===== src/rtl/l2_spi_arbiter_pkg.sv =====
// l2_spi_arbiter_pkg: shared FSM encoding and sizing for the two-requester SPI arbiter
package l2_spi_arbiter_pkg;
    localparam int N_REQ = 2;
    localparam int CNT_W = 8;
    localparam int LEN_W = 5;
    typedef enum logic [2:0] {IDLE, CS_SETUP, LOAD, XFER, CS_HOLD} state_t;
endpackage


===== src/rtl/l2_rr_arb2.sv =====
// l2_rr_arb2: two-way round-robin pick; ptr is the index served last
module l2_rr_arb2
    import l2_spi_arbiter_pkg::*;
(
    input  logic [N_REQ-1:0] req,
    input  logic             ptr,
    output logic [N_REQ-1:0] gnt
);
    always_comb gnt = (&req) ? (ptr ? 2'b01 : 2'b10) : req;
endmodule


===== src/rtl/l2_spi_arbiter.sv =====
// l2_spi_arbiter: grants one SPI master to two requesters with CS guard timing,
// per-byte handshake with the master and a per-byte timeout.
module l2_spi_arbiter
    import l2_spi_arbiter_pkg::*;
#(
    parameter int CS_GUARD = 2,
    parameter int TIMEOUT  = 255
) (
    input  logic             clk,
    input  logic             rst,
    input  logic [N_REQ-1:0] i_req,
    input  logic [7:0]       i_len,
    input  logic [15:0]      i_tx_data,
    output logic [N_REQ-1:0] o_tx_ack,
    output logic [7:0]       o_rx_data,
    output logic [N_REQ-1:0] o_rx_valid,
    output logic [N_REQ-1:0] o_grant,
    output logic [N_REQ-1:0] o_done,
    output logic [N_REQ-1:0] o_err,
    output logic [N_REQ-1:0] o_cs_n,
    output logic             om_work_en,
    output logic [7:0]       om_data,
    input  logic [7:0]       im_data,
    input  logic             im_send_finish,
    input  logic             im_receive_finish
);
    state_t           state_q, state_d;
    logic [CNT_W-1:0] cnt_q, cnt_d;
    logic [LEN_W-1:0] rem_q, rem_d;
    logic             idx_q, idx_d, ptr_q, ptr_d;
    logic             snd_q, snd_d, rcv_q, rcv_d, err_flag_q, err_flag_d;
    logic [N_REQ-1:0] grant_q, grant_d, cs_n_q, cs_n_d;
    logic [N_REQ-1:0] tx_ack_q, tx_ack_d, rx_valid_q, rx_valid_d;
    logic [N_REQ-1:0] done_q, done_d, err_q, err_d;
    logic             work_en_q, work_en_d;
    logic [7:0]       data_q, data_d, rx_data_q, rx_data_d;
    logic [N_REQ-1:0] gnt;
    logic [3:0]       len_sel;

    l2_rr_arb2 u_arb (.req(i_req), .ptr(ptr_q), .gnt(gnt));

    // A nibble of zero encodes 16 bytes, which is exactly the carry bit.
    assign len_sel = gnt[1] ? i_len[7:4] : i_len[3:0];

    always_comb begin
        state_d    = state_q;
        cnt_d      = cnt_q;
        rem_d      = rem_q;
        idx_d      = idx_q;
        ptr_d      = ptr_q;
        snd_d      = snd_q;
        rcv_d      = rcv_q;
        err_flag_d = err_flag_q;
        grant_d    = grant_q;
        cs_n_d     = cs_n_q;
        work_en_d  = work_en_q;
        data_d     = data_q;
        rx_data_d  = rx_data_q;
        tx_ack_d   = '0;
        rx_valid_d = '0;
        done_d     = '0;
        err_d      = '0;
        case (state_q)
            IDLE: if (|i_req) begin
                idx_d   = gnt[1];
                grant_d = gnt;
                cs_n_d  = ~gnt;
                rem_d   = {len_sel == 4'd0, len_sel};
                cnt_d   = '0;
                state_d = CS_SETUP;
            end
            CS_SETUP: begin
                cnt_d   = (cnt_q == CNT_W'(CS_GUARD - 1)) ? '0 : cnt_q + 1'b1;
                state_d = (cnt_q == CNT_W'(CS_GUARD - 1)) ? LOAD : CS_SETUP;
            end
            LOAD: begin
                data_d    = idx_q ? i_tx_data[15:8] : i_tx_data[7:0];
                tx_ack_d  = grant_q;
                work_en_d = 1'b1;
                snd_d     = 1'b0;
                rcv_d     = 1'b0;
                cnt_d     = '0;
                state_d   = XFER;
            end
            XFER: begin
                snd_d = snd_q | im_send_finish;
                rcv_d = rcv_q | im_receive_finish;
                cnt_d = cnt_q + 1'b1;
                if (snd_d && rcv_d) begin
                    work_en_d  = 1'b0;
                    rx_data_d  = im_data;
                    rx_valid_d = grant_q;
                    rem_d      = rem_q - 1'b1;
                    cnt_d      = '0;
                    state_d    = (rem_q == LEN_W'(1)) ? CS_HOLD : LOAD;
                end else if (cnt_d == CNT_W'(TIMEOUT)) begin
                    work_en_d  = 1'b0;
                    err_flag_d = 1'b1;
                    cnt_d      = '0;
                    state_d    = CS_HOLD;
                end
            end
            CS_HOLD: begin
                cnt_d = cnt_q + 1'b1;
                if (cnt_q == CNT_W'(CS_GUARD - 1)) begin
                    cs_n_d     = '1;
                    grant_d    = '0;
                    done_d     = grant_q;
                    err_d      = err_flag_q ? grant_q : '0;
                    err_flag_d = 1'b0;
                    ptr_d      = idx_q;
                    cnt_d      = '0;
                    state_d    = IDLE;
                end
            end
            default: state_d = IDLE;
        endcase
    end

    always_ff @(posedge clk) begin
        if (rst) begin
            state_q    <= IDLE;
            cnt_q      <= '0;
            rem_q      <= '0;
            idx_q      <= 1'b0;
            ptr_q      <= 1'b1;
            snd_q      <= 1'b0;
            rcv_q      <= 1'b0;
            err_flag_q <= 1'b0;
            grant_q    <= '0;
            cs_n_q     <= '1;
            work_en_q  <= 1'b0;
            data_q     <= '0;
            rx_data_q  <= '0;
            tx_ack_q   <= '0;
            rx_valid_q <= '0;
            done_q     <= '0;
            err_q      <= '0;
        end else begin
            state_q    <= state_d;
            cnt_q      <= cnt_d;
            rem_q      <= rem_d;
            idx_q      <= idx_d;
            ptr_q      <= ptr_d;
            snd_q      <= snd_d;
            rcv_q      <= rcv_d;
            err_flag_q <= err_flag_d;
            grant_q    <= grant_d;
            cs_n_q     <= cs_n_d;
            work_en_q  <= work_en_d;
            data_q     <= data_d;
            rx_data_q  <= rx_data_d;
            tx_ack_q   <= tx_ack_d;
            rx_valid_q <= rx_valid_d;
            done_q     <= done_d;
            err_q      <= err_d;
        end
    end

    assign o_tx_ack   = tx_ack_q;
    assign o_rx_data  = rx_data_q;
    assign o_rx_valid = rx_valid_q;
    assign o_grant    = grant_q;
    assign o_done     = done_q;
    assign o_err      = err_q;
    assign o_cs_n     = cs_n_q;
    assign om_work_en = work_en_q;
    assign om_data    = data_q;
endmodule


===== config.mk =====
export PLATFORM = sky130hd
export DESIGN_NAME = l2_spi_arbiter
export DESIGN_NICKNAME = d
export VERILOG_FILES = /design/src/rtl/l2_spi_arbiter_pkg.sv /design/src/rtl/l2_rr_arb2.sv /design/src/rtl/l2_spi_arbiter.sv
export SDC_FILE = /design/constraint.sdc
export NUM_CORES = 1
export LEC_CHECK = 0
export ABC_AREA = 1
export CORE_MARGIN = 2
export CORE_UTILIZATION = 25
export DETAILED_ROUTE_END_ITERATION = 8
export DONT_BUFFER_PORTS = 1
export GPL_TIMING_DRIVEN = 0
export SYNTH_ARGS = -nofsm -noshare
export SYNTH_HDL_FRONTEND = slang
export SYNTH_SLANG_ARGS = --single-unit

===== constraint.sdc =====
create_clock -name clk -period 3.6 [get_ports clk]
set_input_delay 0.72 -clock clk [delete_from_list [all_inputs] [get_ports clk]]
set_output_delay 0.72 -clock clk [all_outputs]
set_load 0.01 [all_outputs]

Yosys cells after proc, flatten, opt, wreduce, memory -nomap -nowiden
Index checks and enable logic that the tools add are counted.
{ "word_totals": {"register_bits": 50, "input_bits": 38, "word_cells": 99} }
{ "classes": {"n_addsub": 2, "n_eq_ne": 13, "mux": 34, "bitwise": 9, "reduce_logical": 24} }
{ "ops": {"columns": ["operator", "n"], "rows": [
  ["$mux 8", 5],
  ["$pmux 8 s4", 1],
  ["$mux 3", 5],
  ["$pmux 3 s5", 1],
  ["$mux 2", 7],
  ["$reduce_and 2->1", 6],
  ["$mux 5", 2],
  ["$ne 2x2->1 const B", 5],
  ["$pmux 5 s2", 1],
  ["$reduce_and 3->1", 3],
  ["$add 8x1->8 const B", 1],
  ["$eq 8x1->1 const B", 1],
  ["$eq 8x8->1 const B", 1],
  ["$pmux 1 s2", 4],
  ["$pmux 2 s2", 2],
  ["$reduce_bool 2->1", 4],
  ["$eq 3x2->1 const B", 2],
  ["$not 1->1", 6],
  ["$reduce_or 2->1", 3],
  ["$reduce_or 3->1", 2],
  ["$eq 5x1->1 const B", 1],
  ["$mux 1", 5],
  ["$sub 5x1->5 const B", 1],
  ["$logic_not 4->1", 1],
  ["other kinds (11)", 12]
]} }

Depth between registers and ports, before layout
{ "depth": {"word_depth": 6, "depth_mapped": 12, "ltp_nobuf": 12} }

Cells and area by module
A second synthesis with hierarchy kept.
{ "unflattened": {"cells_unflattened": 350, "area_unflattened_um2": 2397.3} }
{ "by_module_without_submodules": {"columns": ["module", "instances", "cells_per_inst", "area_per_inst_um2", "seq_area_each_um2"], "rows": [
  ["l2_spi_arbiter", 1, 345, 2376.0, 1001.0],
  ["l2_rr_arb2", 1, 5, 21.3, 0.0]
]} }

Worst setup path after synthesis
OpenSTA, ideal clock, no wires.
{ "synth_path": {"path_type": "input to register", "from": "input port im_receive_finish", "to": "register rem_q[2]", "setup_time_ps": 119, "t_arrival_ps": 1560, "required_time_ps": 3481, "path_slack_ps": 1921, "cell_stages": 8, "n_path_buf": 0, "cell_sequence": "nor2_1 > nor2_4 > nand2_1 > inv_2 > nor2_2 > inv_2 > o21ai_0 > nor2_1"} }
{ "synth_via": {"elab_chain_len": 4} }
{ "synth_lines": {"columns": ["item", "line_no", "rtl"], "rows": [
  ["start, declared", "l2_spi_arbiter.sv:25", "input logic im_receive_finish"],
  ["$or 1x1->1", "l2_spi_arbiter.sv:87", "rcv_d = rcv_q | im_receive_finish;"],
  ["$logic_and 1x1->1", "l2_spi_arbiter.sv:89", "if (snd_d && rcv_d) begin"],
  ["$ne 2x2->1 (no source line)", null, null],
  ["$reduce_and 3->1 (no source line)", null, null],
  ["end signal, assigned", "l2_spi_arbiter.sv:142", "rem_q <= rem_d;"],
  ["end, declared", "l2_spi_arbiter.sv:29", "logic [LEN_W-1:0] rem_q, rem_d;"]
]} }
No other way between the ends.
A chain may end at the register's enable or synchronous reset.

Final worst setup path
{ "layout_path": {"from": "register cnt_q[0]", "to": "register grant_q[0] (netlist: o_grant[0])"} }
{ "layout_via": {"elab_chain_len": 3} }
{ "layout_lines": {"columns": ["item", "line_no", "rtl"], "rows": [
  ["start, declared", "l2_spi_arbiter.sv:28", "logic [CNT_W-1:0] cnt_q, cnt_d;"],
  ["start signal, assigned", "l2_spi_arbiter.sv:141", "cnt_q <= cnt_d;"],
  ["$eq 8x1->1", "l2_spi_arbiter.sv:105", "if (cnt_q == CNT_W'(CS_GUARD - 1)) begin"],
  ["$ne 2x2->1 (no source line)", null, null],
  ["$reduce_and 3->1 (no source line)", null, null],
  ["end signal, assigned", "l2_spi_arbiter.sv:148", "grant_q <= grant_d;"],
  ["end, declared", "l2_spi_arbiter.sv:32", "logic [N_REQ-1:0] grant_q, grant_d, cs_n_q, cs_n_d;"]
]} }
No other way between the ends.

==> impl_metrics.ini <==
[timing]
setup_viol = 0
slew_violations = 0
max_freq_ghz = 0.499
tns_ps = 0
rsz0062_at_grt = false
tightestPinTransition_ps = 607
relSlewSlack_pct = 59.5
setup_ws_ps = 1600
fin_crit_sh_pct = 55.7
finalHoldViolations = 0
fin_crit_ps = 2000
holdWs_ps = 483
fin_skew_ps = 10.4

[clock_tree]
hold_buffers = 0
numCtsBuffers = 5
ctsResizeCount = 0
tritoncts = built
worstSkewPairLatency_ps = 310
cts-root-buf = clkbuf_8
numClockSinks = 50
clk_pin_slew_ps = 90
clk_path_buf_depth = 2
post-cts-setup-buffer-count = 0
htreeDepth = 2

[outcome]
status = completed

[routing]
dr.max_layer_used = met4
first_pass_iters = 5
drt-initial-drc-count = 74
vias_per_cell = 4.47
wl_met2_um = 2580
wirelength_um = 5810
drcViolationCount = 0
routed-wl-met3_um = 329
antenna_left = 0
wl_met1_um = 2830
vias = 2132
wire_per_inst_um = 12.2

[critical_path]
worstPathArrival_ps = 2200
crit_chain = ha_1, nand3_1, nor4_1, nand2_1, nand2_2, o21ai_1, nand2_1, a21oi_2
endpoint_kind = flop
path_common_cell = nand2_1
critPathMaxFanout = 8
crit_type = reg -> reg
slowest_delay_ps = 460
start_kind = flop
crit_slowest_cell = dfxtp_1
required_ps = 3800

[synth]
yosysTopAreaCellShare_pct = 41.4
synthArstFlopShare_pct = 0
yosys.area_share.simple_pct = 32.6
synth-compound-area-share_pct = 15.5
postSynthCellCount = 341
yosysWarnings = 0
ys_top_cells_by_area = dfxtp_1 41%, nand2_1 16%, o21ai_0 4.8%
yosysSeqAreaShare_pct = 41.4
synth.distinct_cells = 35
syn_nets = 384
synthesis.area_um2 = 2420
synth_top_family_by_area = simple AND/OR/NAND/NOR gates
ys_ff_latch = 50
synth_ff_type = dfxtp_1
synth_fa_ha_area_share_pct = 2.59
synthXorXnorAreaFrac_pct = 0.724
postSynthAreaPerCell_um2 = 7.09
synthMuxAreaShare_pct = 0
synth_edf_count = 0
yosys.area.top_type = dfxtp_1

[placement]
dp_cells = 470
post-place-ws_ps = 1620
gp_congestion = 0.785
place_area_um2 = 2580
port_buffers = 0
hpwl_um = 4490

[floorplanning]
io_pins = 67
fp-row-count = 35
dieArea_um2 = 10500
coreArea_um2 = 9330
die_x_um = 102
die_y_um = 102
start_util_pct = 25.9

[final_layout]
diodes = 0
area_growth_pct = 9.98
final_util_pct = 28.5
design_area_um2 = 2660
drive_gt1_share_pct = 9.20
final_nets = 391
final_cells = 477

[grt]
grt_overflow_total = 0
grtUsageTotal_pct = 11.4
grt_max_degree = 15
grt_pass1_wl_um = 9320
antenna_found_initial = 0
grt_pass1_vias = 1915

[job]
max_cap_violations = 0

[power]
p_per_area_nw_per_um2 = 542
leakagePower_nw = 1.09
max-vdd-ir-drop_uv = 202
total_power_mw = 1.44

[worst_hold_path]
min_path_type = reg -> reg
==> placed cells by master, fill, tap and decap left out, types with 2 or more instances in the layout <==
cell type / count
a211oi_1: 4
inv_2: 4
nand2_1: 100
clkbuf_8: 5
clkbuf_1: 7
nor3_1: 5
xor2_1: 2
buf_2: 2
nor2_1: 29
nand2_4: 2
a21oi_1: 19
nand4_1: 3
o21ai_1: 3
nor2_2: 2
inv_1: 30
nor4_1: 3
dfxtp_1: 50
nand2_2: 4
nor2_4: 3
ha_1: 5
o21ai_0: 23
o21bai_2: 2
a31oi_1: 9
nand3_1: 19
==> worst paths after layout <==
kind / slack, ps / from / cells after the start / endpoint
worst max-delay path: 1600 / cnt_q[0]$_SDFFE_PP0P_ / 8 / o_grant[0]$_SDFFE_PP0P_
worst min-delay path: 480 / cnt_q[6]$_SDFFE_PP0P_ / 2 / cnt_q[6]$_SDFFE_PP0P_
worst max register to register: 1600 / cnt_q[0]$_SDFFE_PP0P_ / 8 / o_grant[0]$_SDFFE_PP0P_
worst min register to register: 480 / cnt_q[6]$_SDFFE_PP0P_ / 2 / cnt_q[6]$_SDFFE_PP0P_
==> power breakdown <==
part           leakage, nW  switching (mW)  internal, mW
sequential           0.406          0.0761         0.626
clock               0.0373           0.186         0.134
combinational        0.642           0.283         0.136
==> cell usage after synthesis, types with 2 or more instances <==
| master | instances |
|---|---|
| nand4_1 | 3 |
| o21ai_1 | 3 |
| a211oi_1 | 4 |
| a31oi_1 | 9 |
| inv_2 | 4 |
| nor3_1 | 5 |
| nand2_1 | 100 |
| nor2_4 | 3 |
| o21ai_0 | 23 |
| nand2_4 | 2 |
| o21bai_2 | 2 |
| clkbuf_1 | 6 |
| xor2_1 | 2 |
| nor4_1 | 3 |
| buf_2 | 2 |
| nor2_2 | 2 |
| nand2_2 | 4 |
| ha_1 | 5 |
| nor2_1 | 29 |
| dfxtp_1 | 50 |
| inv_1 | 30 |
| a21oi_1 | 19 |
| nand3_1 | 19 |
==> metal layers <==
| layer | up-vias | global-route usage (%) |
|---|---|---|
| li1 | 1120 | - |
| met1 | 940 | 15.1 |
| met2 | 66 | 18.3 |
| met3 | 6 | 3.49 |
| met4 | 0 | 2.77 |
| met5 | - | 0 |
==> final cells by class <==
type                    count  area (um2)
flip-flops and latches     50        1000
plain buffers               9        43.8
clock buffers               6        72.6
multi-input cells         247        1240
clock inverters             1        7.51
inverters                  35         131
well taps                 129         161
fillers                  1019        6670
==> registers in the layout (all words and copies together), names as in the netlist <==
name and cells:
o_done 2, o_tx_ack 2, rem_q 5, om_work_en 1, o_err 2, state_q 3, rcv_q 1, ptr_q 1
o_cs_n 2, snd_q 1, om_data 8, o_grant 2, o_rx_data 8, idx_q 1, err_flag_q 1, o_rx_valid 2
cnt_q 8
==> critical path, delay by kind of cell, from the launching register on <==
kind	cells	cell delay, ps
AND/OR/NAND/NOR	5	1090
AO/OA/AOI/OAI	2	140
flip-flops	1	460
adder cells (fa/ha/maj)	1	200
==> cells by family after synthesis <==
group                      Yosys count
buffers and inverters               44
and+or+nand+nor                    175
xor gates and xnor gates             2
DFF                                 50
adders and majority gates            5
AOI/OAI and AO/OA                   65
No activity file was read; power rests on OpenSTA's default activity.
